--- src/rtl/multi_sel_pkg.sv ---
// Shared definitions for multi_sel: phase encoding, default widths and phase factors.
package multi_sel_pkg;

  typedef enum logic [1:0] {
    PH_X1 = 2'd0,
    PH_X3 = 2'd1,
    PH_X7 = 2'd2,
    PH_X8 = 2'd3
  } phase_t;

  localparam int DIN_W_DEF  = 8;
  localparam int DOUT_W_DEF = 11;

  localparam int FACT_X1 = 1;
  localparam int FACT_X3 = 3;
  localparam int FACT_X7 = 7;
  localparam int FACT_X8 = 8;

  function automatic int factor_of(phase_t ph);
    case (ph)
      PH_X1:   factor_of = FACT_X1;
      PH_X3:   factor_of = FACT_X3;
      PH_X7:   factor_of = FACT_X7;
      default: factor_of = FACT_X8;
    endcase
  endfunction

  function automatic phase_t next_phase(phase_t ph);
    case (ph)
      PH_X1:   next_phase = PH_X3;
      PH_X3:   next_phase = PH_X7;
      PH_X7:   next_phase = PH_X8;
      default: next_phase = PH_X1;
    endcase
  endfunction

endpackage

--- src/rtl/multi_sel_shift_add.sv ---
// Combinational constant-factor multiplier (x1/x3/x7/x8) built from shifts and adds only.
module multi_sel_shift_add
  import multi_sel_pkg::*;
#(
  parameter int DIN_W  = DIN_W_DEF,
  parameter int DOUT_W = DIN_W + 3
) (
  input  logic [DIN_W-1:0]  opnd,
  input  phase_t            phase,
  output logic [DOUT_W-1:0] prod
);

  logic [DOUT_W-1:0] ext;
  logic [DOUT_W-1:0] x3;
  logic [DOUT_W-1:0] x7;
  logic [DOUT_W-1:0] x8;

  // Three guard bits in the output width keep x8 of the largest operand exact.
  always_comb begin
    ext = DOUT_W'(opnd);
    x3  = (ext << 1) + ext;
    x8  = ext << 3;
    x7  = x8 - ext;
  end

  always_comb begin
    prod = ext;
    case (phase)
      PH_X1:   prod = ext;
      PH_X3:   prod = x3;
      PH_X7:   prod = x7;
      PH_X8:   prod = x8;
      default: prod = ext;
    endcase
  end

endmodule

--- src/rtl/multi_sel.sv ---
// Four-phase sequential multiplier: captures d every fourth cycle and emits d*1, d*3, d*7, d*8.
// Optional simulation assertions are enabled with the macro MULTI_SEL_ASSERT_EN.
module multi_sel
  import multi_sel_pkg::*;
#(
  parameter  int DIN_W  = DIN_W_DEF,
  localparam int DOUT_W = DIN_W + 3
) (
  input  logic              clk,
  input  logic              rst,
  input  logic [DIN_W-1:0]  d,
  output logic              input_grant,
  output logic [DOUT_W-1:0] out
);

  phase_t            phase;
  phase_t            phase_nxt;
  logic [DIN_W-1:0]  d_reg;
  logic [DIN_W-1:0]  opnd;
  logic [DOUT_W-1:0] prod;

  always_ff @(posedge clk) begin
    if (rst) phase <= PH_X1;
    else     phase <= phase_nxt;
  end

  // On the X1 edge the fresh operand bypasses d_reg so out = d appears one cycle after sampling.
  always_comb begin
    phase_nxt = next_phase(phase);
    opnd      = d_reg;
    if (phase == PH_X1) opnd = d;
  end

  multi_sel_shift_add #(
    .DIN_W  (DIN_W),
    .DOUT_W (DOUT_W)
  ) u_shift_add (
    .opnd  (opnd),
    .phase (phase),
    .prod  (prod)
  );

  always_ff @(posedge clk) begin
    if (rst) begin
      d_reg       <= '0;
      out         <= '0;
      input_grant <= 1'b0;
    end else begin
      if (phase == PH_X1) d_reg <= d;
      out         <= prod;
      input_grant <= (phase == PH_X1);
    end
  end

`ifdef MULTI_SEL_ASSERT_EN
  phase_t chk_ph;
  logic   chk_vld;

  always_ff @(posedge clk) begin
    if (rst) begin
      chk_vld <= 1'b0;
      chk_ph  <= PH_X1;
    end else begin
      chk_vld <= 1'b1;
      chk_ph  <= phase;
    end
  end

  a_product: assert property (@(posedge clk) disable iff (rst)
    chk_vld |-> (int'(out) == int'(d_reg) * factor_of(chk_ph)));

  a_grant_phase: assert property (@(posedge clk) disable iff (rst)
    chk_vld |-> (input_grant == (chk_ph == PH_X1)));

  a_grant_spacing: assert property (@(posedge clk) disable iff (rst)
    input_grant |=> !input_grant [*3]);

  a_phase_legal: assert property (@(posedge clk)
    phase inside {PH_X1, PH_X3, PH_X7, PH_X8});
`else
  // Assertion checkers are compiled out in this build.
`endif

endmodule

--- config.mk ---
export PLATFORM = sky130hd
export DESIGN_NAME = multi_sel
export DESIGN_NICKNAME = d
export VERILOG_FILES = /design/src/rtl/multi_sel_pkg.sv /design/src/rtl/multi_sel_shift_add.sv /design/src/rtl/multi_sel.sv
export SDC_FILE = /design/constraint.sdc
export NUM_CORES = 1
export LEC_CHECK = 0
export ABC_CLOCK_PERIOD_IN_PS = 2490
export BUFFER_PORTS_ARGS = -buffer_cell sky130_fd_sc_hd__buf_4
export CAP_MARGIN = 20
export CORE_AREA = 2 2 74 76
export CTS_CLUSTER_SIZE = 8
export DETAILED_ROUTE_END_ITERATION = 7
export DIE_AREA = 0 0 76 78
export PLACE_DENSITY = 0.53
export SKIP_LAST_GASP = 1
export SLEW_MARGIN = 20
export SYNTH_ARGS = -nofsm -noshare
export SYNTH_HDL_FRONTEND = slang
export SYNTH_HIERARCHICAL = 1
export SYNTH_SLANG_ARGS = --single-unit
--- constraint.sdc ---
create_clock -name clk -period 2.49 [get_ports clk]
set_input_delay 0.498 -clock clk [delete_from_list [all_inputs] [get_ports clk]]
set_output_delay 0.498 -clock clk [all_outputs]
set_load 0.01 [all_outputs]
* Word-level counts from Yosys, hierarchy flattened
Index checks and enable logic that the tools add are counted.
Operators by class: add/subtract/negate cells 2, eq/ne operators 3, multiplexer cells 3, reductions and logical operators 1
Operators by type and width (count):
- 11-bit one-hot mux with 4 select lines | 1
- 11-bit by 8-bit subtractor with 11-bit output | 1
- 9-bit by 8-bit adder with 10-bit output | 1
- 8-bit 2-to-1 mux | 1
- 2-bit one-hot mux with 3 select lines | 1
- 2-bit equality test (second input constant) | 2
- 2-bit by 1-bit equality test with 1-bit output (second input constant) | 1
- 2-bit logical NOT | 1
Word-level totals: flip-flop bits (word level) 22, input port bits 10, logic and storage cells 13

* Logic depth before layout (Yosys ltp)
Gate-level depths: netlist (run 1).
word-level depth 4, gate-level depth with buffers 13, mapped depth without buffers 12

* By module
The synthesis (run 1) kept the hierarchy.
Modules (own cells, without submodules):
- multi_sel_shift_add | times used 1, cells an instance 120, area each 923.4 um2
- multi_sel | times used 1, cells an instance 61, area each 829.5 um2

* Least setup slack after synthesis (run 1)
No wires, ideal clock.
kind register -> register, start reg phase[0], end reg out[7], data arrival time 2552 ps, data required time 2376 ps, path slack -176 ps, cell stages (with the launch flop) 14, cell sequence dfxtp_1 > inv_1 > ha_1 > buf_6 > mux2_4 > ha_1 > inv_1 > fa_1 > nor2b_1 > o21ai_1 > o21ai_1 > xnor2_1 > mux4_2 > nor2b_1
Between the ends: longest elaborated chain between the ends 4, elaborated cells between the ends (all ways) 8, classes of those cells add/sub: 2; eq/ne: 3; mux: 2; reduce/logical: 1
Ends and longest elaborated chain:
- start: declaration | line multi_sel.sv:16 | phase_t phase;
- start signal: assignment | line multi_sel.sv:24 | else phase <= phase_nxt;
- 2-bit logical NOT * | line multi_sel.sv:31 | if (phase == PH_X1) opnd = d;
- 8-bit 2-to-1 mux * | line multi_sel.sv:31
- net opnd[1] | line multi_sel.sv:19 | logic [DIN_W-1:0] opnd;
- 11-bit by 8-bit subtractor with 11-bit output or 9-bit by 8-bit adder with 10-bit output (tied branches) | line multi_sel_shift_add.sv:23, multi_sel_shift_add.sv:21
- 11-bit one-hot mux with 4 select lines * | line multi_sel_shift_add.sv:28 | case (phase)
- net prod[7] | line multi_sel.sv:20 | logic [DOUT_W-1:0] prod;
- end signal: assignment | line multi_sel.sv:50 | out <= prod;
- end: declaration | line multi_sel.sv:13 | output logic [DOUT_W-1:0] out
Mark *: on every way through the listed nets, which the timed path passes. The rest lies on a longest branch. A chain may end at the register's enable or synchronous reset.

* Final worst setup path (run 1)
Same ends and word-level chain as after synthesis.

==> out/results.tsv, run 1 <==
metric	value	unit
placed cells	300	
Sequential Area	443	µm²
routed vias	1471	
post-synthesis cell area	0.00175	mm²
GRT Resource Usage Total	14.7	%
Finished Core Util	50.5	%
CP Max Fanout	7	
worst path required time	2640	ps
detail-routed via count per cell	4.67	
Worst Hold Class	input pin to flip-flop	
setup violators final	4	
fraction of layout cells with a size suffix above 1	53.1	%
compound-cell area share of the yosys netlist	11.6	%
Pins Over Slew Limit	0	
share of Yosys cell area claimed by the top area cell type	25.1	%
Mean Syn Cell Area	9.68	µm²
sequential fraction of the synthesis area	25.1	%
area leader, netlist	dfxtp_1	
Least-Margin Pin Slew	406	ps
CTS tree	done	
MaxCap Viol Count	0	
Sequential Power Share	11.6	%
number of synthesized flops with an enable pin	0	
placed wire-length estimate	3.13	mm
xor/xnor share of the synthesized area	3.50	%
ys flop type	dfxtp_1	
first-pass GRT wire length	6.97	mm
Worst Setup End Kind	flip-flop	
Post-Route WL	4.21	mm
Post-CTS Hold Buffers	0	
initial antenna violation count	0	
FFs w/ async S/R, synth	0	%
vias in the first global route	1467	
sw frac	38.7	%
Slew HR	72.9	%
Residual DRC	0	
PortBufs	21	
status	finished, violations left	
count leader, synth	dfxtp_1	
largest net degree at the start of global routing	27	
failing checks	negative setup slack	
synth cell count leaders	dfxtp_1, ha_1, nor2b_1	
CP startpoint kind	flip-flop	
1st-pass router iterations	4	
largest family of logic cells by synthesized area	simple AND/OR/NAND/NOR gates	
LEAKAGE	0.00114	µW
Antenna Diode Count	0	
filler cell count	459	
chip width	76	µm
Final Hold Viols	0	
Die Y	78	µm
flops & latches, synth	22	
Post-Synth Simple-Gate Area	23.8	%
routed len/inst	13.4	µm
Layout Skew	3.47	ps
post-detailed-route count of antenna-violating nets	0	
Post-Syn Nets	212	
starting density of the core	34.8	%
mux contribution to synthesized area	14.1	%
CTS Buffer Depth	2	
row count	26	
post-layout min period	2540	ps
# IOs	22	
clock root cell	clkbuf_8	
sw power	1730	µW
unrepaired setup endpoints after global routing	yes	
Synth Area in Adders	15.4	%
core footprint	0.00504	mm²
gr ovfl total	0	
clock latency on the worst-skew pair	270	ps
worst setup margin	-45.9	ps
crit path kind	flip-flop to flip-flop	
period utilization	102	%
Synth area leaders	dfxtp_1, ha_1, mux2_4	
synth unique cells	45	
Syn Inst Count	181	
H-tree Lvls	1	
max reg flops	11	
Placer Congestion	0.802	
Clk pin slew, worst setup/hold paths	90	ps
area of the multi-input gates	0.00138	mm²
fin cells	315	
WP data arrival	2690	ps
Max VDD drop	0.000619	V
Initial DRC Count	43	
Hold Path Cell Cnt	2	
full die area	0.00593	mm²
internal power	2740	µW
PwrDens	1760	mW/mm²
Max Fclk	0.394	GHz
Comb power frac	80.7	%
CTS Sinks	22	
reg2reg path depth	11	
yosys warns	6	
Nets	277	
CTS Buf Count	3	
Syn-to-layout area delta	45.3	%
Clock Power Share	7.7	%
==> cell type report <==
class / count / area share [%]
repair buffers: 68 / 20.3
clock buffers: 3 / 1.62
inverters: 12 / 1.97
flip-flops and latches: 22 / 17.4
multi-input cells: 139 / 54.1
clock inverters: 1 / 1.18
well taps: 70 / 3.44
==> through the flow <==
stage                     setup TNS (ps)  setup slack, ps  hold slack, ps  power [µW]  cell area (µm²)
final                              -91.7            -45.9             631        4470             2550
after global routing                -850             -185             641        4840             2550
after CTS                           -141            -62.3             625        4360             2480
after detailed placement            -440             -147             607        3650             2270
after global placement              -269             -101             613        3650             2270
after floorplan                     -121            -94.2             556        2620             1830
==> power groups by stage <==
stage / clock network (µW) / registers [µW] / logic (µW)
global route: 367 / 533 / 3940
detailed placement: 0 / 530 / 3120
CTS: 360 / 523 / 3480
global placement: 0 / 532 / 3120
floorplan: 0 / 568 / 2050
finish: 343 / 520 / 3610
==> cells by family after synthesis <==
logic type,Yosys count
and+or+nand+nor,63
AOI/OAI and AO/OA,31
DFF,22
adders and majority gates,21
buffers and inverters,20
muxes,17
xor gates and xnor gates,7
==> cell usage in the layout (no fill, tap or decap), types with 2 or more instances in the layout <==
| cell | n |
|---|---|
| nor2b_4 | 8 |
| xnor2_1 | 4 |
| or4_1 | 3 |
| o21ai_0 | 2 |
| mux4_2 | 3 |
| nor2_1 | 6 |
| nor3_1 | 7 |
| clkbuf_8 | 3 |
| nand3_1 | 3 |
| a31oi_1 | 2 |
| a21oi_1 | 5 |
| ha_4 | 9 |
| ha_2 | 2 |
| dfxtp_1 | 20 |
| o211ai_1 | 2 |
| buf_4 | 66 |
| xor2_1 | 3 |
| buf_6 | 2 |
| inv_4 | 2 |
| ha_1 | 9 |
| inv_1 | 2 |
| inv_2 | 8 |
| a21o_1 | 2 |
| mux2_4 | 8 |
| mux2i_1 | 6 |
| nor2b_2 | 2 |
| dfxtp_2 | 2 |
| nand4_1 | 2 |
| a21oi_2 | 3 |
| nor2b_1 | 13 |
| o21ai_2 | 3 |
| nand2_1 | 11 |
| o22ai_1 | 2 |
==> repair_timing <==
item	CTS	global route
pin swaps	10	13
resized for setup	25	9
setup endpoints to repair	6	7
buffers inserted	7	4
==> worst max-delay path: stages (launching register included) <==
cell and delay (ps):
dfxtp_2 330, inv_2 60, ha_4 210, buf_6 130
mux2_4 340, ha_4 220, a21o_1 180, a21oi_4 140
o21ai_2 90, xnor2_1 140, mux4_2 440, nor2b_1 130
==> routing by layer <==
layer	vias to the layer above	track usage, %	part of all wire (%)
met4	0	2.91	1.1
met5	-	0	0
met2	26	27.7	52
met1	674	17.5	44
li1	764	-	-
met3	7	2.91	2.9
==> worst paths after layout <==
check	startpoint	endpoint	slack, ps
max	phase[0]	out[7]	-50
min	rst	d_reg[0]	630
max reg2reg	phase[0]	out[7]	-50
min reg2reg	phase[1]	phase[1]	630
(Power assumes the default switching activity.)
==> inputs of run 2 (changes only) <==
ABC_CLOCK_PERIOD_IN_PS = 2500   (was 2490)
PLACE_DENSITY = 0.51   (was 0.53)
clock period = 2.5 ns   (was 2.49 ns; I/O delays follow)
==> out/results.tsv, run 2 (synthesis gave the netlist of run 1 again) <==
metric	value	unit
Worst Setup End Kind	flip-flop	
Initial DRC Count	47	
first-pass GRT wire length	7.20	mm
post-layout min period	2530	ps
placed wire-length estimate	3.21	mm
unrepaired setup endpoints after global routing	yes	
period utilization	101	%
vias in the first global route	1547	
Reg-to-Reg End	out[5]	
CP Max Fanout	6	
GRT met2 Usage	28.7	%
failing checks	negative setup slack	
starting density of the core	34.8	%
Placer Congestion	0.888	
GRT Resource Usage Total	15.0	%
reg-to-reg slack, setup	-30	ps
Post-Route WL	4.24	mm
most frequent cells in the layout	buf_4, dfxtp_1, nor2b_1	
CTS Buffer Depth	2	
CTS Sinks	22	
chip width	76	µm
Final Hold Viols	0	
Pins Over Slew Limit	0	
post-detailed-route count of antenna-violating nets	0	
worst setup path startpoint	phase[0]	
gr ovfl total	0	
worst path required time	2640	ps
initial antenna violation count	0	
crit path kind	flip-flop to flip-flop	
Worst Hold Class	flip-flop to flip-flop	
# IOs	22	
row count	26	
Max Fclk	0.395	GHz
worst setup margin	-29.5	ps
H-tree Lvls	1	
Die Y	78	µm
Least-Margin Pin Slew	379	ps
PortBufs	21	
most common cell after layout, fill and taps aside	buf_4	
CP startpoint kind	flip-flop	
Syn-to-layout area delta	44.9	%
WP data arrival	2670	ps
Nets	272	
detail-routed via count per cell	4.82	
MaxCap Viol Count	0	
met3 GRT Util	2.91	%
Post-Place Setup Slack	-159	ps
clock root cell	clkbuf_8	
Layout Skew	1.37	ps
core footprint	0.00504	mm²
1st-pass router iterations	6	
hold_ws	633	ps
CTS Buf Count	3	
Finished Core Util	50.4	%
fraction of layout cells with a size suffix above 1	53.8	%
status	finished, violations left	
Slew HR	74.7	%
Clk pin slew, worst setup/hold paths	80	ps
R2R Path Start	phase[0]	
clock latency on the worst-skew pair	260	ps
largest net degree at the start of global routing	27	
Antenna Diode Count	0	
Residual DRC	0	
worst setup path endpoint	out[5]	
max reg flops	11	
busiest grt layer	met2	
full die area	0.00593	mm²
reg2reg path depth	12	
met1 Resource Use GR	16.8	%
setup violators final	4	
routed len/inst	13.7	µm
CTS tree	done	
routed vias	1494	
-- run 2: cell types whose count changed in the layout (fill, tap and decap cells not counted), moves of 2 or more --
cell and change:
ha_2 -2, a21oi_2 +2, ha_4 +2, buf_4 -7
-- run 2: what timing repair did --
| item | 4_1_cts | 5_1_grt |
|---|---|---|
| setup endpoints to repair | 6 | 7 |
| pin swaps | 12 | 7 |
| buffers inserted | 7 | 3 |
| hold endpoints to repair | 0 | 0 |
| hold buffers | 0 | 0 |
| gates resized for setup | 21 | 19 |
-- run 2: worst min-delay path by stage --
stage | startpoint | end | slack, ps | depth (start not counted)
6_report | phase[1] | phase[1] | 630 | 3
5_1_grt | rst | d_reg[4] | 650 | 2
4_1_cts | rst | d_reg[6] | 640 | 2
3_5_place_dp | phase[1] | phase[1] | 620 | 3
3_3_place_gp | phase[1] | phase[1] | 600 | 3
2_1_floorplan | phase[0] | phase[0] | 560 | 2
-- run 2: stage by stage --
| step | TNS (ps) | cell area [µm²] | std cells |
|---|---|---|---|
| floorplan | -107 | 1830 | 181 |
| global placement | -374 | 2240 | 296 |
| detailed placement | -654 | 2240 | 296 |
| CTS | -158 | 2410 | 307 |
| global route | -664 | 2540 | 310 |
| finish | -92.9 | 2540 | 310 |
-- run 2: layout make-up --
class	instances	area, µm²
fill	455	2500
multi-input combinational	139	1410
timing repair buffer	63	497
sequential	22	443
tap	70	87.6
clock buffer	4	55.1
inverter	12	52.6
-- run 2: worst max-delay path, stage by stage, from the launching register on --
cell and delay, ps:
dfxtp_2 330, inv_2 60, ha_4 200, mux2_4 360, ha_4 170, inv_2 40
fa_2 200, nor2b_2 50, o21ai_2 160, nand2b_1 90, xor2_1 140, mux4_2 460
nor2b_1 140
-- run 2: routing by layer --
metal	share of wire, %	vias up
li1	-	755
met3	3.1	8
met2	53	30
met5	0	-
met1	41	701
met4	2.6	0
Power of run 2 is not shown: default switching activity piles up to over one toggle a cycle in this logic, so the estimate is an artifact.
==> inputs of run 3 (changes only) <==
ABC_AREA = 1   (was not set)
CORE_AREA = 2 2 78 80   (was 2 2 74 76)
DIE_AREA = 0 0 80 82   (was 0 0 76 78)
PLACE_DENSITY = 0.5   (was 0.51)
==> out/results.tsv, run 3 <==
metric	value	unit
Antenna Diode Count	0	
crit path kind	flip-flop to flip-flop	
CP Max Fanout	6	
full die area	0.00656	mm²
Residual DRC	0	
number of synthesized flops with an enable pin	0	
Hold Path Cell Cnt	4	
Post-CTS Hold Buffers	0	
Max stage delay cell, worst path	ha_1	
first-pass GRT wire length	8.29	mm
Mean Syn Cell Area	6.12	µm²
Nets	405	
worst path buffer plus inverter count	7	
busiest grt layer	met2	
reg2reg path depth	19	
routed len/inst	11.5	µm
chip width	80	µm
setup violators final	0	
GRT met2 Usage	30.3	%
CP startpoint kind	flip-flop	
hold_ws	535	ps
CTS Sinks	22	
Least-Margin Pin Slew	713	ps
worst path required time	2650	ps
most common cell after layout, fill and taps aside	nand2_1	
count leader, synth	nand2_1	
Top delay family on crit path	simple AND/OR/NAND/NOR gates	
Syn Inst Count	319	
max reg flops	11	
crit path cell chain	inv_1 > ha_4 > buf_4 > nand2_1 > nand2_2 > inv_1 > inv_1 > ha_1 > inv_1 > nor2_1 > nand2_1 > nand2_1 > inv_1 > nand3_1 > nand2_1 > nand3_1 > nand3_1 > inv_1 > nor2_1	
GRT Resource Usage Total	16.5	%
sequential fraction of the synthesis area	22.6	%
met3 GRT Util	1.32	%
Clk pin slew, worst setup/hold paths	80	ps
WP data arrival	2460	ps
period utilization	92.2	%
row count	28	
1st-pass router iterations	4	
routed vias	2024	
final instance area	0.00256	mm²
ys flop type	dfxtp_1	
gr ovfl total	0	
detail-routed via count per cell	4.53	
yosys warns	6	
unrepaired setup endpoints after global routing	yes	
placed wire-length estimate	4.11	mm
Max Fclk	0.434	GHz
met1 Resource Use GR	20.4	%
Worst Hold Class	flip-flop to flip-flop	
Slew HR	52.3	%
Post-Route WL	5.13	mm
Placer Congestion	0.907	
post-synthesis cell area	0.00195	mm²
CTS Buffer Depth	2	
CTS Buf Count	3	
share of Yosys cell area claimed by the top area cell type	22.6	%
Layout Skew	5.34	ps
most frequent cells in the layout	nand2_1, inv_1, buf_4	
filler cell count	642	
fraction of layout cells with a size suffix above 1	29.0	%
synth cell count leaders	nand2_1, inv_1, nor2_1	
Pins Over Slew Limit	0	
largest net degree at the start of global routing	23	
Synth area leaders	dfxtp_1, nand2_1, inv_1	
H-tree Lvls	1	
status	complete, no violations	
vias in the first global route	1876	
PortBufs	21	
clock root cell	clkbuf_8	
reg-to-reg slack, setup	190	ps
area leader, netlist	dfxtp_1	
Syn-to-layout area delta	31.0	%
FFs w/ async S/R, synth	0	%
post-layout min period	2310	ps
Finished Core Util	44.5	%
CTS tree	done	
Top cell by count, worst path	inv_1	
clock latency on the worst-skew pair	260	ps
starting density of the core	34.0	%
# IOs	22	
core footprint	0.00575	mm²
placed cell areas	0.00239	mm²
Die Y	82	µm
MaxCap Viol Count	0	
synth unique cells	28	
Final Hold Viols	0	
Crit path largest cell delay	370	ps
initial antenna violation count	0	
flops & latches, synth	22	
Initial DRC Count	115	
WP depth	19	
post-detailed-route count of antenna-violating nets	0	
Post-Syn Nets	350	
Worst Setup End Kind	flip-flop	
[run 3: what timing repair did]
item	in CTS	in global routing
gates resized for setup	2	27
setup endpoints to repair	8	8
pin swaps	0	3
setup buffers	0	3
[run 3: cells by family (layout without fill, tap and decap cells)]
group,count (synthesis),after routing,share of synthesized area (%)
AO/OA/AOI/OAI,18,18,5.45
adder cells (fa/ha/maj),21,21,13.8
buffers and inverters,81,134,16.7
flip-flops,22,22,22.6
AND/OR/NAND/NOR,177,177,41.4
[run 3: tightest hold or removal path, cell delays in order (launching register included)]
cell and delay (ps):
dfxtp_1 300, inv_1 60, nand2_2 50, nand2_2 60, nor2_2 30
[run 3: final timing paths]
path	startpoint	to
setup reg to reg	phase[0]	out[9]
setup / recovery	phase[0]	out[9]
hold / removal	d_reg[6]	d_reg[6]
hold reg to reg	d_reg[6]	d_reg[6]
[run 3: per-layer routing]
layer / wire length [µm] / vias up
met5: 0 / -
met1: 2450 / 918
met2: 2490 / 29
met4: 78 / 0
li1: - / 1070
met3: 112 / 7
[run 3: layout make-up]
cell class | count | area (µm²) | share of cell area (%)
Tap cell | 75 | 93.8 | 3.67
Inverter | 78 | 309 | 12.1
Multi-Input combinational cell | 216 | 1280 | 49.9
Timing Repair Buffer | 53 | 395 | 15.5
Sequential cell | 22 | 442 | 17.3
Clock buffer | 3 | 41.3 | 1.61
[run 3: per-stage QoR]
step / std cells / setup slack [ps] / setup TNS [ps]
finish: 447 / 195 / 0
global route: 447 / -35.4 / -43.8
CTS: 444 / 46.4 / 0
detailed placement: 441 / -131 / -381
global placement: 441 / -99.9 / -252
floorplan: 319 / 171 / 0
Power of run 3 is left out for the same reason.
